File: config.mk
export PLATFORM = sky130hd
export DESIGN_NAME = ac97_frame_tx_flat
export DESIGN_NICKNAME = d
export VERILOG_FILES = /design/src/rtl/ac97_frame_tx_if.sv /design/src/rtl/ac97_frame_tx.sv /design/src/flat_wrapper.sv
export SDC_FILE = /design/constraint.sdc
export NUM_CORES = 1
export LEC_CHECK = 0
export BUFFER_PORTS_ARGS = -buffer_cell sky130_fd_sc_hd__buf_2
export CAP_MARGIN = 25
export CORE_ASPECT_RATIO = 0.9
export CORE_MARGIN = 2
export CORE_UTILIZATION = 33
export CTS_CLUSTER_SIZE = 24
export DETAILED_ROUTE_END_ITERATION = 8
export GPL_ROUTABILITY_DRIVEN = 1
export PLACE_DENSITY = 0.62
export SYNTH_ARGS = -nofsm -noshare
export SYNTH_HDL_FRONTEND = slang
export SYNTH_SLANG_ARGS = --single-unit
File: constraint.sdc
create_clock -name clk -period 2.3 [get_ports clk]
set_input_delay 0.345 -clock clk [delete_from_list [all_inputs] [get_ports clk]]
set_output_delay 0.345 -clock clk [all_outputs]
set_load 0.02 [all_outputs]
File: src/rtl/ac97_frame_tx_if.sv
// ac97_frame_tx_if
// Bundles the PCM input side and the AC97 serial output side of the
// frame serializer.
//   sample     : 16-bit PCM sample from the song memory (to DUT)
//   mute       : 1 = send zero PCM in the next frame (to DUT)
//   sample_req : one-cycle pulse, current sample consumed (from DUT)
//   sync       : AUDIO_SYNC (from DUT)
//   sdata_out  : AUDIO_SDATA_OUT, MSB first (from DUT)
//   init_done  : codec register writes finished, sticky (from DUT)
//   dbg_state  : current frame-level FSM state (from DUT)
// Handshake: there is no valid/ready pair. The DUT latches sample/mute on
// the edge presenting frame bit 255; sample_req marks bit 0 of every PCM
// frame, after which upstream has 255 cycles to present the next sample.
interface ac97_frame_tx_if;
  logic [15:0] sample;
  logic        mute;
  logic        sample_req;
  logic        sync;
  logic        sdata_out;
  logic        init_done;
  logic [1:0]  dbg_state;

  modport slave (
    input  sample, mute,
    output sample_req, sync, sdata_out, init_done, dbg_state
  );

  modport master (
    output sample, mute,
    input  sample_req, sync, sdata_out, init_done, dbg_state
  );
endinterface

File: src/rtl/ac97_frame_tx.sv
// ac97_frame_tx
// AC97 output-frame serializer running on AUDIO_BIT_CLK. After reset it
// sends WAIT_FRAMES idle frames, then three codec register writes
// (master, headphone, PCM volume), then one PCM sample per frame on both
// the left and right slots forever.
// Ports:
//   clk : AUDIO_BIT_CLK, all state on the rising edge
//   rst : asynchronous active-high reset
//   bus : ac97_frame_tx_if.slave (sample, mute in; sample_req, sync,
//         sdata_out, init_done, dbg_state out)
module ac97_frame_tx #(
  parameter int          WAIT_FRAMES = 4,
  parameter logic [15:0] MASTER_VOL  = 16'h0000,
  parameter logic [15:0] HP_VOL      = 16'h0000,
  parameter logic [15:0] PCM_VOL     = 16'h0808
) (
  input  logic            clk,
  input  logic            rst,
  ac97_frame_tx_if.slave  bus
);

  typedef enum logic [1:0] {
    S_WAIT = 2'd0,
    S_CMD  = 2'd1,
    S_RUN  = 2'd2
  } state_t;

  localparam logic [15:0] WAIT_CNT = 16'(WAIT_FRAMES);

  // r_cnt is the index of the bit that the next rising edge presents.
  logic [7:0]  r_cnt;
  state_t      r_state, w_state_nxt;
  logic [15:0] r_frame_cnt, w_frame_cnt_nxt;
  logic [1:0]  r_idx, w_idx_nxt;
  logic [15:0] r_sample;
  logic        r_mute;

  logic        r_sync, r_sdata, r_req, r_init_done;

  logic        w_frame_end;
  logic        w_is_cmd, w_is_pcm;
  logic [6:0]  w_reg;
  logic [15:0] w_data;
  logic [15:0] w_pcm;
  logic [95:0] w_frame;
  logic        w_bit;

  assign w_frame_end = (r_cnt == 8'd255);

  // The state register holds the kind of the frame being (or about to be)
  // sent. It advances on the edge presenting bit 255, so the new value is
  // in place for the edge presenting bit 0 of the following frame.
  always_ff @(posedge clk or posedge rst) begin
    if (rst) begin
      r_state     <= S_WAIT;
      r_frame_cnt <= 16'd0;
      r_idx       <= 2'd0;
    end else begin
      r_state     <= w_state_nxt;
      r_frame_cnt <= w_frame_cnt_nxt;
      r_idx       <= w_idx_nxt;
    end
  end

  always_comb begin
    w_state_nxt     = r_state;
    w_frame_cnt_nxt = r_frame_cnt;
    w_idx_nxt       = r_idx;
    if (w_frame_end) begin
      case (r_state)
        S_WAIT: begin
          if (r_frame_cnt < WAIT_CNT) w_frame_cnt_nxt = r_frame_cnt + 16'd1;
          // 17-bit compare so WAIT_FRAMES = 65535 cannot wrap.
          if (({1'b0, r_frame_cnt} + 17'd1) >= {1'b0, WAIT_CNT}) w_state_nxt = S_CMD;
        end
        S_CMD: begin
          if (r_idx == 2'd2) w_state_nxt = S_RUN;
          else               w_idx_nxt   = r_idx + 2'd1;
        end
        S_RUN:   w_state_nxt = S_RUN;
        default: w_state_nxt = S_WAIT;
      endcase
    end
  end

  // Command table; r_idx only moves at frame end so it is stable in-frame.
  always_comb begin
    w_reg  = 7'h18;
    w_data = PCM_VOL;
    case (r_idx)
      2'd0: begin w_reg = 7'h02; w_data = MASTER_VOL; end
      2'd1: begin w_reg = 7'h04; w_data = HP_VOL;     end
      default: begin w_reg = 7'h18; w_data = PCM_VOL; end
    endcase
  end

  assign w_is_cmd = (r_state == S_CMD);
  assign w_is_pcm = (r_state == S_RUN);
  assign w_pcm    = r_mute ? 16'h0000 : r_sample;

  // Bits 0..95 of the frame, bit 0 at the MSB: tag, slot1..slot4.
  assign w_frame = {
    1'b1, w_is_cmd, w_is_cmd, w_is_pcm, w_is_pcm, 11'd0,
    (w_is_cmd ? {1'b0, w_reg, 12'd0} : 20'd0),
    (w_is_cmd ? {w_data, 4'd0}       : 20'd0),
    (w_is_pcm ? {w_pcm, 4'd0}        : 20'd0),
    (w_is_pcm ? {w_pcm, 4'd0}        : 20'd0)
  };

  assign w_bit = (r_cnt < 8'd96) ? w_frame[7'd95 - r_cnt[6:0]] : 1'b0;

  always_ff @(posedge clk or posedge rst) begin
    if (rst) begin
      r_cnt       <= 8'd0;
      r_sample    <= 16'd0;
      r_mute      <= 1'b0;
      r_sync      <= 1'b0;
      r_sdata     <= 1'b0;
      r_req       <= 1'b0;
      r_init_done <= 1'b0;
    end else begin
      r_cnt   <= r_cnt + 8'd1;
      r_sync  <= (r_cnt < 8'd16);
      r_sdata <= w_bit;
      r_req   <= (r_cnt == 8'd0) && w_is_pcm;
      if ((r_cnt == 8'd0) && w_is_pcm) r_init_done <= 1'b1;
      if (w_frame_end) begin
        r_sample <= bus.sample;
        r_mute   <= bus.mute;
      end
    end
  end

  assign bus.sync       = r_sync;
  assign bus.sdata_out  = r_sdata;
  assign bus.sample_req = r_req;
  assign bus.init_done  = r_init_done;
  assign bus.dbg_state  = r_state;

endmodule

File: src/flat_wrapper.sv
// flat-port wrapper written by rule: the top's interface ports become plain ports
module ac97_frame_tx_flat 
#(
  parameter int          WAIT_FRAMES = 4,
  parameter logic [15:0] MASTER_VOL  = 16'h0000,
  parameter logic [15:0] HP_VOL      = 16'h0000,
  parameter logic [15:0] PCM_VOL     = 16'h0808
)
  (clk, rst, bus_sample, bus_mute, bus_sample_req, bus_sync, bus_sdata_out, bus_init_done, bus_dbg_state);
  ac97_frame_tx_if bus_i ();
  input  logic clk;
  input  logic rst;
  input wire logic [$bits(bus_i.sample)-1:0] bus_sample;
  input wire logic [$bits(bus_i.mute)-1:0] bus_mute;
  output wire logic [$bits(bus_i.sample_req)-1:0] bus_sample_req;
  output wire logic [$bits(bus_i.sync)-1:0] bus_sync;
  output wire logic [$bits(bus_i.sdata_out)-1:0] bus_sdata_out;
  output wire logic [$bits(bus_i.init_done)-1:0] bus_init_done;
  output wire logic [$bits(bus_i.dbg_state)-1:0] bus_dbg_state;
  assign bus_i.sample = bus_sample;
  assign bus_i.mute = bus_mute;
  assign bus_sample_req = bus_i.sample_req;
  assign bus_sync = bus_i.sync;
  assign bus_sdata_out = bus_i.sdata_out;
  assign bus_init_done = bus_i.init_done;
  assign bus_dbg_state = bus_i.dbg_state;
  ac97_frame_tx #(.WAIT_FRAMES(WAIT_FRAMES), .MASTER_VOL(MASTER_VOL), .HP_VOL(HP_VOL), .PCM_VOL(PCM_VOL)) u_core (.clk(clk), .rst(rst), .bus(bus_i));
endmodule
# Yosys cells after proc, flatten, opt, wreduce, memory -nomap -nowiden
# Cells that the tools add are included.
[op_classes]
addsub = 5
multipliers = 0
div_mod_pow = 0
n_lt_le_gt_ge = 5
eq_ne = 7
shifts = 0
n_mux = 12
bitwise = 1
n_reduce_logical = 8
[ops]
columns = ["operator", "count"]
rows = [
  ["$mux 16", 2],
  ["$mux 20", 1],
  ["$add 16x1->17 const B", 1],
  ["$ge 17x3->1 const B", 1],
  ["$mux 17", 1],
  ["$add 16x1->16 const B", 1],
  ["$lt 16x3->1 const B", 1],
  ["$mux 12", 1],
  ["$pmux 5 s2", 1],
  ["$reduce_and 3->1", 3],
  ["$add 8x1->8 const B", 1],
  ["$eq 8x8->1 const B", 1],
  ["$logic_not 8->1", 1],
  ["$lt 7x8->1 const B", 1],
  ["$lt 8x5->1 const B", 1],
  ["$lt 8x7->1 const B", 1],
  ["$bmux 1 s7", 1],
  ["$sub 7x7->7 const A", 1],
  ["$pmux 2 s3", 1],
  ["$eq 2x1->1 const B", 2],
  ["$eq 2x2->1 const B", 2],
  ["$logic_not 2->1", 2],
  ["$mux 2", 2],
  ["$add 2x1->2 const B", 1],
  ["other kinds (6)", 7],
]
[word_totals]
register_bits = 49
latch_bits = 0
ramBits = 0
romBits = 0
input_bits = 19
elab_cells = 48
mem_count = 0

# Longest topological paths before layout
[logic_depth]
depth_word = 7
mapped_depth = 8
ltp_nobuf = 8

# Worst setup path after synthesis
# No wires, ideal clock.
[synth_path]
path_kind = "register -> register"
startpoint = "reg u_core.r_state[1], in the netlist u_core.bus.dbg_state[1]"
endpoint = "reg u_core.r_sdata, in the netlist u_core.bus.sdata_out"
t_arrival_ps = 1910
required_ps = 2234
slack_ps = 324
path_stages_with_launch = 9
path_cell_list = "dfrtp_1 inv_1 ha_1 inv_1 or4_4 o21ai_1 a31oi_1 a2111oi_0 o32a_1"
[synth_between]
elab_chain_len = 5
word_cells_on_any_way = 8
classes_between = "2 x eq/ne; 6 x mux"
[synth_rtl]
columns = ["element", "line_no", "source"]
rows = [
  ["from (decl)", "ac97_frame_tx.sv:32", "state_t r_state, w_state_nxt;"],
  ["from (signal assigned)", "ac97_frame_tx.sv:59", "r_state <= w_state_nxt;"],
  ["$eq 2x2->1 or $eq 2x1->1 (tied branches)", "ac97_frame_tx.sv:98, ac97_frame_tx.sv:97", ""],
  ["$mux 20, or another cell as far along", "ac97_frame_tx.sv:106, ac97_frame_tx.sv:107", ""],
  ["$bmux 1 s7 *", "ac97_frame_tx.sv:110", "assign w_bit = (r_cnt < 8'd96) ? w_frame[7'd95 - r_cnt[6:0]] : 1'b0;"],
  ["$mux 1 (not written as such) *", "ac97_frame_tx.sv:110", ""],
  ["$mux 1 *", "ac97_frame_tx.sv:110", ""],
  ["net u_core.w_bit", "ac97_frame_tx.sv:46", "logic w_bit;"],
  ["to (signal assigned)", "ac97_frame_tx.sv:124", "r_sdata <= w_bit;"],
  ["to (decl)", "ac97_frame_tx.sv:38", "logic r_sync, r_sdata, r_req, r_init_done;"],
]
# Mark *: on every way through the listed nets, which the timed path passes. The rest lies on a longest branch. The select of a mux whose other input is x is not followed.
# A chain may end at the register's enable or synchronous reset.

# Final worst setup path
# Ends and elaborated chain as after synthesis.

==> results by group <==
Setup path
  • Worst-path fanout max: 4
  • Crit Reg-Reg Startpoint: u_core.bus.dbg_state[1]$_DFFE_PP0P_
  • Endpoint arrival time on the critical path: 2.28 ns
  • Critical Path Sink: u_core.bus.sdata_out$_DFF_PP0_
  • Length in cells of the worst reg-to-reg path: 8
  • Standard cell with the maximum stage delay on the critical path: or4_4
  • Kind of end point of the critical path: flop
  • WP buf/inv: 2
  • Kind of start point of the critical path: flop
  • Start point of the critical path: u_core.bus.dbg_state[1]$_DFFE_PP0P_
  • Top cell by count, worst path: inv_1
  • Category of the most critical setup path: reg2reg
  • Chain of cells forming the critical path: inv_1 -> ha_1 -> inv_1 -> or4_4 -> o21ai_1 -> a31oi_1 -> a2111oi_0 -> o32a_1
  • Cell family with most CP delay: compound AO/OA/AOI/OAI gates
  • Worst flop-to-flop path endpoint: u_core.bus.sdata_out$_DFF_PP0_
  • Number of gates on the worst path with buffers counted: 8
  • Register-to-register setup slack: 0.26 ns
  • Longest individual stage delay on the worst path: 0.52 ns
  • Endpoint required time on the critical path: 2.54 ns

Job
  • Max-capacitance violation count: 0

Logic synthesis
  • Avg Inst Size Synth: 11.8 µm²
  • Syn nets: 233
  • Combined area of all synthesized cells: 0.00241 mm²
  • Warnings from Yosys: 0
  • Sequential cell area fraction in the yosys report: 0.510
  • Cell taking the most area after synthesis: dfrtp_1
  • Post-Syn Instances: 204
  • Top cells by area, synth: dfrtp_1 (51%), mux2_2 (9.8%), ha_1 (5.2%), xnor2_1 (2.9%), clkbuf_1 (2.2%)
  • Synth Register Bits: 49
  • Fraction of synthesized cell area taken by the top area cell type: 0.510
  • Number of distinct library cell variants in the gate-level netlist after synthesis: 46

GRT
  • Largest net degree at the start of global routing: 40
  • Number of antenna violations at the first check in global routing: 0
  • Global-route wire length before repair: 7250 µm
  • Total global routing overflow: 0
  • Total GRT Usage: 0.116
  • Vias in the first global route: 1551

Clock tree
  • Maximum level of the CTS H-tree: 2
  • Clock input transition at the sequential cells of the worst setup and hold paths: 0.09 ns
  • # resized after CTS: 0
  • Post-CTS setup buffer count: 0
  • Count of hold-fix buffers inserted at cts: 0
  • TritonCTS clock tree: built
  • CTS sink count: 49
  • Total CTS buffers: 5
  • Clock latency of the later-clocked register in the worst-skew pair: 0.30 ns
  • Clk Tree Root Cell: clkbuf_8
  • Buffer depth of the longest clock path: 2

STA
  • Final Slew Violations: 0
  • Tmin final: 2.04 ns
  • Final total negative setup slack: 0 ns
  • Count of final setup violators: 0
  • Final period util: 0.888
  • F_max: 489 MHz
  • Worst slew pin tran: 0.788 ns
  • Final hold violation count: 0
  • Unrepaired setup endpoints after global routing: no
  • Max-slew headroom: 0.474
  • Maximum clock skew at final layout: 0.00703 ns

Finish
  • Net total in the final layout: 254
  • Synth-to-Final Area Change: 12.8%
  • Most common cell after layout, fill and taps aside: dfrtp_1
  • Utilization after layout: 0.384
  • Leading cell types in the layout, fill and taps excluded: dfrtp_1 (49), buf_2 (24), mux2_2 (21)
  • Fraction of layout cells with a size suffix above 1: 0.323
  • Antenna diode count: 0

Route
  • DRC violations left: 0
  • Number of vias in the routed layout: 1513
  • Via density: 4.74
  • Post-Route WL: 4060 µm
  • Routed length per placed instance: 12.7 µm
  • Detail Route Antenna Nets: 0
  • Detailed-routing iteration count for the pre-antenna-repair pass: 4
  • Count of routing violations after the opening detailed-route iteration: 52

Die
  • Floorplan die height: 85.0 µm
  • Initial core utilization: 0.340
  • I/O pin cnt: 25
  • Area of the core: 0.00708 mm²
  • Standard-cell rows: 29
  • Die outline area: 0.00799 mm²
  • Die width: 94.0 µm

Placement
  • Gp weighted congestion: 0.786
  • Number of buffers inserted by port buffering: 24
  • HPWL reported at the end of detailed placement: 3100 µm

Power and ir drop
  • Total power density per cell area: 515 mW/mm²
  • Worst VDD drop: 0.267 mV
  • Leakage dissipation: 0.00130 µW

Run status
  • Outcome: finished clean

Hold path
  • Class of the worst hold path: in2async
[registers in the layout, summed over array words and instances (netlist names)]
name and flops:
u_core.r_frame_cnt 16, u_core.bus.sync 1, u_core.bus.sdata_out 1, u_core.r_mute 1
u_core.bus.sample_req 1, u_core.r_cnt 8, u_core.bus.init_done 1, u_core.r_sample 16
u_core.r_idx 2, u_core.bus.dbg_state 2
[worst register-to-register path: stages (launching register included)]
cell and delay, ns:
dfrtp_1 0.42, inv_1 0.09, ha_1 0.17, inv_1 0.08
or4_4 0.52, o21ai_1 0.13, a31oi_1 0.05, a2111oi_0 0.31
o32a_1 0.22
[kinds of logic after synthesis]
| kind of cell | Yosys count | synth area share |
|---|---|---|
| buffers and inverters | 29 | 0.0525 |
| adder cells (fa/ha/maj) | 11 | 0.0562 |
| XOR/XNOR | 12 | 0.0437 |
| multiplexers | 28 | 0.151 |
| AO/OA/AOI/OAI | 18 | 0.0536 |
| flip-flops | 49 | 0.510 |
| AND/OR/NAND/NOR | 57 | 0.133 |
[routing by layer]
layer | routed length [µm] | vias up | track usage
met1 | 2040 | 723 | 0.165
met2 | 1760 | 31 | 0.171
met4 | 78 | 0 | 0.0474
li1 | - | 754 | -
met5 | 0 | - | 0
met3 | 178 | 5 | 0.0258
[per-stage QoR]
step	hold WS, ns	setup WS [ns]	power [µW]	cells	instance area, µm²
finish	0.190	0.257	1400	319	2720
global route	0.254	0.00618	1470	319	2720
CTS	0.220	0.266	1420	319	2720
detailed placement	0.369	0.289	913	311	2630
global placement	0.365	0.350	913	311	2630
floorplan	0.429	0.324	891	204	2410
[synth_stat cells (all sizes together)]
| master | n |
|---|---|
| a22oi | 1 |
| mux4 | 4 |
| nor2 | 12 |
| and4b | 1 |
| a2111oi | 2 |
| and4 | 2 |
| nand2b | 1 |
| nand4 | 1 |
| nor4 | 6 |
| nor2b | 3 |
| o2111a | 1 |
| or4 | 1 |
| a21oi | 2 |
| clkbuf | 14 |
| o31ai | 1 |
| nor3 | 5 |
| buf | 6 |
| or2 | 1 |
| dfrtp | 49 |
| o21ai | 6 |
| maj3 | 1 |
| or3 | 1 |
| xnor2 | 8 |
| mux2i | 3 |
| a21o | 1 |
| nand2 | 8 |
| xor2 | 4 |
| inv | 9 |
| ha | 10 |
| mux2 | 21 |
| and2 | 1 |
| a31oi | 3 |
| nand3b | 1 |
| nor3b | 1 |
| o32a | 1 |
| and3 | 2 |
| nand3 | 10 |
[worst min path at each step]
stage                                          to  slack [ns]                          startpoint
2_1_floorplan  u_core.r_frame_cnt[15]$_DFFE_PP0P_        0.43  u_core.r_frame_cnt[15]$_DFFE_PP0P_
3_3_place_gp   u_core.r_frame_cnt[15]$_DFFE_PP0P_        0.37  u_core.r_frame_cnt[15]$_DFFE_PP0P_
3_5_place_dp   u_core.r_frame_cnt[14]$_DFFE_PP0P_        0.37  u_core.r_frame_cnt[14]$_DFFE_PP0P_
4_1_cts           u_core.r_sample[15]$_DFFE_PP0P_        0.22                                 rst
5_1_grt            u_core.r_sample[6]$_DFFE_PP0P_        0.25                       bus_sample[6]
6_report                u_core.r_cnt[5]$_DFF_PP0_        0.19                                 rst
[where the power goes]
part	internal, µW	switching (µW)
Combinational	13.0	20.1
Sequential	861	0
Clock	216	289
Total	1090	309
[area by class of cell]
| class | count | area, µm² |
|---|---|---|
| clock buffers | 5 | 68.8 |
| clock inverters | 3 | 21.3 |
| fillers | 714 | 4360 |
| inverters | 9 | 33.8 |
| multi-input cells | 126 | 1050 |
| flip-flops and latches | 49 | 1230 |
| well taps | 93 | 116 |
| repair buffers | 34 | 195 |
Power figures use the tool's default switching activity.
